===== src/rtl/pc_redirect.sv =====
// Fetch PC register with MIPS delay-slot aware redirect sequencing.
// Branch targets wait in PEND until the delay slot has been fetched.
module pc_redirect #(
    parameter logic [31:0] RESET_PC = 32'hBFC0_0000
) (
    input  logic        clk,
    input  logic        resetn,
    input  logic        stall,
    input  logic [1:0]  fetch_num,
    input  logic        branch_taken,
    input  logic [31:0] branch_target,
    input  logic        ds_fetched,
    input  logic        flush_exc,
    input  logic [31:0] exc_pc,
    output logic [31:0] pc,
    output logic        fetch_limit_one,
    output logic        redirect_pending,
    output logic        pc_misaligned
);

    localparam logic [0:0] S_RUN  = 1'b0;
    localparam logic [0:0] S_PEND = 1'b1;

    logic [31:0] r_pc;
    logic [31:0] r_pend;
    logic [0:0]  r_state;

    logic [1:0]  w_fetch_eff;
    logic        w_fetch_any;
    logic [31:0] w_pc_nxt;
    logic [31:0] w_pend_nxt;
    logic [0:0]  w_state_nxt;

    // stall masks acceptance; 3 saturates to 2
    always_comb begin
        w_fetch_eff = 2'd0;
        if (!stall)
            w_fetch_eff = (fetch_num == 2'd3) ? 2'd2 : fetch_num;
    end

    assign w_fetch_any = (w_fetch_eff != 2'd0);

    always_comb begin
        w_pc_nxt    = r_pc;
        w_pend_nxt  = r_pend;
        w_state_nxt = r_state;
        if (flush_exc) begin
            w_pc_nxt    = exc_pc;
            w_state_nxt = S_RUN;
        end else if (r_state == S_RUN) begin
            if (branch_taken && ds_fetched) begin
                w_pc_nxt = branch_target;
            end else if (branch_taken) begin
                w_pend_nxt = branch_target;
                if (w_fetch_any)
                    w_pc_nxt = branch_target;
                else
                    w_state_nxt = S_PEND;
            end else begin
                w_pc_nxt = r_pc + {28'd0, w_fetch_eff, 2'b00};
            end
        end else begin
            // branch_taken here would be a branch in a delay slot: ignored
            if (w_fetch_any) begin
                w_pc_nxt    = r_pend;
                w_state_nxt = S_RUN;
            end
        end
    end

    always_ff @(posedge clk) begin
        if (!resetn) begin
            r_pc    <= RESET_PC;
            r_pend  <= 32'd0;
            r_state <= S_RUN;
        end else begin
            r_pc    <= w_pc_nxt;
            r_pend  <= w_pend_nxt;
            r_state <= w_state_nxt;
        end
    end

    assign pc               = r_pc;
    assign fetch_limit_one  = (r_state == S_PEND);
    assign redirect_pending = (r_state == S_PEND);
    assign pc_misaligned    = (r_pc[1:0] != 2'b00);

endmodule


===== config.mk =====
export PLATFORM = sky130hd
export DESIGN_NAME = pc_redirect
export DESIGN_NICKNAME = d
export VERILOG_FILES = /design/src/rtl/pc_redirect.sv
export SDC_FILE = /design/constraint.sdc
export NUM_CORES = 1
export LEC_CHECK = 0
export ABC_AREA = 1
export CORE_ASPECT_RATIO = 0.9
export CORE_MARGIN = 3
export CORE_UTILIZATION = 56
export DETAILED_ROUTE_END_ITERATION = 7
export DONT_BUFFER_PORTS = 1
export PLACE_DENSITY = 0.76
export SETUP_SLACK_MARGIN = 0.5
export SYNTH_ARGS = -nofsm -noshare
export SYNTH_HDL_FRONTEND = slang
export SYNTH_SLANG_ARGS = --single-unit

===== constraint.sdc =====
create_clock -name clk -period 5.65 [get_ports clk]
set_input_delay 0.8475 -clock clk [delete_from_list [all_inputs] [get_ports clk]]
set_output_delay 0.8475 -clock clk [all_outputs]
set_load 0.01 [all_outputs]

After elaboration in Yosys (flattened, before gate mapping)
Index checks and enable logic that the tools add are counted.
Widths: inputs -> output; s select.
- muxes and demuxes: 12
- equality and inequality tests: 3
- reduce and logical (&&, ||, !) cells: 6
- add/sub/neg operators: 1
- bitwise logic cells: 4
- operators by type and width (cell ; number):
    $mux 32 ; 6
    $add 32x4->32 ; 1
    $mux 1 ; 4
    $mux 2 ; 2
    $ne 4x1->1 const B ; 1
    $not 1->1 ; 4
    $reduce_and 4->1 ; 1
    $reduce_bool 2->1 ; 2
    $ne 3x2->1 const B ; 1
    $eq 2x2->1 const B ; 1
    $reduce_and 2->1 ; 1
    $reduce_or 2->1 ; 1
    $logic_and 1x1->1 ; 1
- word-level logic and storage cells: 29
- register bits: 65
- output and inout bits: 35

Logic depth before layout (Yosys ltp)
- depth in word-level cells: 9
- gate-level depth with buffers: 15

Worst setup path before layout
No wires, ideal clock.
- path kind: input -> register
- from: input fetch_num[0]
- to: register r_pc[12], in the netlist pc[12]
- stages: 11
- library setup time: 0.122 ns
- arrival time: 2.232 ns
- setup slack: 3.297 ns
- required time: 5.528 ns
- path buffers: 0
- path through: inv_1 > nor3_1 > ha_1 > fa_1 > nand3_2 > inv_2 > nand2_2 > nor2_4 > xor2_1 > o21ai_0 > a21oi_1
- word-level cells in the longest chain between the ends: 8
- elaborated cells on any way between the ends: 12
- ends and longest elaborated chain (item ; RTL line ; text):
    start: declaration ; 9 ; input logic [1:0] fetch_num,
    $eq 2x2->1 ; 38 ; w_fetch_eff = (fetch_num == 2'd3) ? 2'd2 : fetch_num;
    $mux 2 (*) ; 38 ;
    $mux 2 (*) ; 37 ; if (!stall)
    $add 32x4->32 ; 60 ; w_pc_nxt = r_pc + {28'd0, w_fetch_eff, 2'b00};
    $mux 32 ; 53 ; end else if (branch_taken) begin
    $mux 32 ; 51 ; if (branch_taken && ds_fetched) begin
    $mux 32 ; 50 ; end else if (r_state == S_RUN) begin
    $mux 32 ; 47 ; if (flush_exc) begin
    end signal: assignment ; 77 ; r_pc <= w_pc_nxt;
    end: declaration ; 24 ; logic [31:0] r_pc;
Mark *: on every way between the ends. The rest lies on a longest branch, timed or not.
A chain may end at the register's enable or synchronous reset.

Final worst setup path
- from: input branch_taken
- to: register r_pc[17], in the netlist pc[17]
- word-level cells in the longest chain between the ends: 4
- elaborated cells on any way between the ends: 7
- ends and longest elaborated chain (item ; RTL line ; text):
    start: declaration ; 10 ; input logic branch_taken,
    $mux 32 or $logic_and 1x1->1 (tied branches) ; 53, 51 ;
    $mux 32 ; 51 ;
    $mux 32 ; 50 ;
    $mux 32 ; 47 ;
Parallel ways exist; a longest one is shown, timed or not.

==> summary.txt <==
Run status
  • Status: completed

Worst setup path
  • Startpoint Class: input port
  • Crit Path Category: input port to flip-flop
  • Data required time at the worst endpoint: just under 6 ns
  • Arrival time worst endpoint: about 2.8 ns
  • Critical Path Sink Type: flip-flop
  • R2R cell count: 12
  • Crit-path max FO: 44

Clock tree
  • Resized cells post-CTS: 0
  • Setup repair bufs after CTS: 0
  • CTS tree: built
  • Clk_lat worst skew: between 0.3 and 0.4 ns
  • CTS buffer count: 9
  • CTS Hold Bufs: 0
  • Clk root buf: clkbuf_8
  • Clock tree buffer depth: 2
  • Clk slew on worst S/H paths: around 0.070 ns
  • H-tree Lvls: 3
  • CTS Sinks: 65

Cells and area
  • Filler cells: around 740
  • Ant diodes: 0
  • Nets@finish: 740
  • Layout cells sized above 1: under 10%
  • Non-Filler Instances: 763
  • Area grow syn2layout: 4.25%
  • Finished Core Util: around 60%
  • Post-route cell area: 4300 µm²

Routing
  • 1st-pass router iterations: 5
  • Via count: approximately 4400
  • Number of DRC markers in iteration 0: approximately 310
  • DRC: 0
  • WL/cell: ~17 µm
  • Antenna Violating Nets Remaining: 0
  • Vias per Instance: 5.77
  • Final wirelength: approximately 13 mm

Yosys
  • Post-Synth XOR/XNOR Area: 2.13%
  • Compound-gate portion of the synthesized area: a little under a fifth
  • Sequential fraction of the synthesis area: about a third
  • Post-Synth Adder-Cell Area: 1.09%
  • Synth Warn #: 0
  • Avg Cell Area, Syn: about 6 µm²
  • Mapped Cells: 685
  • Simple-gate share of the synthesized area: between 30% and 40%
  • Largest family of logic cells by synthesized area: simple AND/OR/NAND/NOR gates
  • Post-synth EDFFs: 0
  • Dominant synthesized flop cell: dfxtp_1
  • Mapped cell area: 4120 µm²
  • Library cells used by synthesis: 37
  • Ys async rst share: 0%
  • Net count after synthesis: 760
  • Post-synthesis mux area share: 0%
  • Synthesized flop and latch total: 65

Die
  • Top Ports: ~110
  • # rows: 29
  • Die W: about 96 µm
  • Die H: between 80 and 90 µm
  • Die ar.: ~8400 µm²
  • Core Area: between 7000 and 8000 µm²
  • Initial core utilization: around 58%

Pwr
  • Power Density: around 270 nW/µm²
  • Int Pwr: around 810 µW
  • Worst vdd ir: 0.149 mV
  • Clock power share: 39.3%
  • P_leak: 1.97 nW
  • Psw: 334 µW
  • Sequential fraction of design power: between 40% and 50%
  • Comb pwr share: 13.2%
  • Switching Fraction: between 20% and 30%

Global routing
  • GRT Resource Usage Total: 31.8%
  • Vias in the first global route: 4224
  • Largest net degree at the start of global routing: 56
  • Total global routing overflow: 0
  • First-pass GRT wire length: roughly 20 mm
  • Antenna violations before repair: 0

STA
  • Highest achievable clock rate: between 400 and 500 MHz
  • Final Cycle Share: a little over two fifths
  • TNS Setup: 0 ns
  • Worst slew pin tran: 1.04 ns
  • Slew Limit Fails: 0
  • Hold Violations, Final: 0
  • Max-slew headroom: a little under a third
  • # setup viols final: 0
  • Final setup skew: between 0.01 and 0.015 ns
  • Tmin final: between 2 and 2.5 ns
  • RSZ-0062 raised after global routing: false

Flow run
  • Max_cap viols: 0

Place
  • HPWL Detailed: 9.10 mm
  • I/O Buffers: 0
  • DP Area: approximately 4000 µm²
  • Dpl cells: about 750
  • RD Place Congestion: around 0.93

Hold path
  • Hold WC Path Type: flip-flop to flip-flop
  • Hold Crit Depth: 2
worst max-delay path, stage by stage:
cell,delay (ns)
inv_2,0.59
o21ai_2,0.11
nand3_2,0.47
nand2_1,0.35
nor2_1,0.20
nand2_1,0.08
o21ai_0,0.07
layout by cell type, fill, tap and decap left out, drive strengths merged:
master  count
a21oi      46
a221oi      4
a22o        7
a22oi       1
a31oi       1
buf         2
bufinv      2
clkbuf     11
clkinv      4
dfxtp      65
fa          1
ha          2
inv        48
nand2     165
nand3      35
nand3b      2
nand4       1
nor2      179
nor3        3
o211ai      1
o21ai      77
o21bai      1
or2         2
xnor2       5
xor2        5
cells by family after synthesis:
| logic type | Yosys count |
|---|---|
| buf+inv | 82 |
| fa+ha+maj | 3 |
| compound gates | 138 |
| flops | 65 |
| xor+xnor | 10 |
| simple gates | 387 |
state kept, by name (all words and copies together), names as in the netlist:
register,flops
fetch_limit_one,1
pc,32
r_pend,32
cell usage after synthesis, types with 2 or more instances:
cell type	count	share of area [%]
inv_1	42	3.8
o21ai_1	4	0.49
buf_6	5	1.4
xor2_1	5	1.1
nand3_1	33	4.0
dfxtp_1	65	32
buf_2	8	0.97
clkbuf_1	16	1.5
a21oi_1	46	5.6
nor3_1	2	0.24
nand2_2	4	0.61
buf_4	3	0.55
o21ai_0	72	8.7
ha_1	2	0.61
nand3b_1	2	0.36
a22o_1	7	1.5
inv_2	5	0.46
nand3_2	2	0.49
nand2_1	161	15
a221oi_1	4	0.85
nor2_2	4	0.61
nor2_4	3	0.82
xnor2_1	5	1.1
nor2_1	172	16
layer usage:
metal	part of all wire, %	wire (µm)	track usage [%]	vias to the layer above
li1	-	-	-	2153
met1	41	5300	40.1	1970
met2	44	5740	50.0	253
met3	13	1630	11.1	30
met4	2.2	283	11.1	0
met5	0	0	0	-
power groups by stage:
stage	clock (mW)	combinational [mW]	sequential [mW]
floorplan	0	0.132	0.535
global placement	0	0.144	0.549
detailed placement	0	0.148	0.550
CTS	0.451	0.149	0.540
global route	0.474	0.172	0.545
finish	0.448	0.151	0.541
layout make-up:
type                       count  area (µm²)  area share (%)
clock buffer                  11         141            3.29
clock inverter                 5        78.8            1.84
inverter                      49         186            4.34
multi-input combinational    538        2460            57.2
sequential                    65        1300            30.3
tap                           93         116            2.71
timing repair buffer           2        15.0           0.350
path summary, 6_finish.rpt:
path | startpoint | endpoint | slack (ns)
worst min register to register | r_pend[0] | r_pend[0] | 0.47
worst max register to register | pc[2] | pc[26] | 3.47
worst max-delay path | branch_taken | pc[17] | 3.17
worst min-delay path | r_pend[0] | r_pend[0] | 0.47
metrics by stage:
step	setup WS, ns	total power [mW]	hold slack, ns
6_report	3.17	1.14	0.467
5_1_grt	3.05	1.19	0.495
2_1_floorplan	3.30	0.667	0.440
4_1_cts	3.23	1.14	0.469
3_3_place_gp	2.97	0.693	0.451
3_5_place_dp	2.88	0.697	0.459
Note: power is estimated with default switching activity, not from simulation.
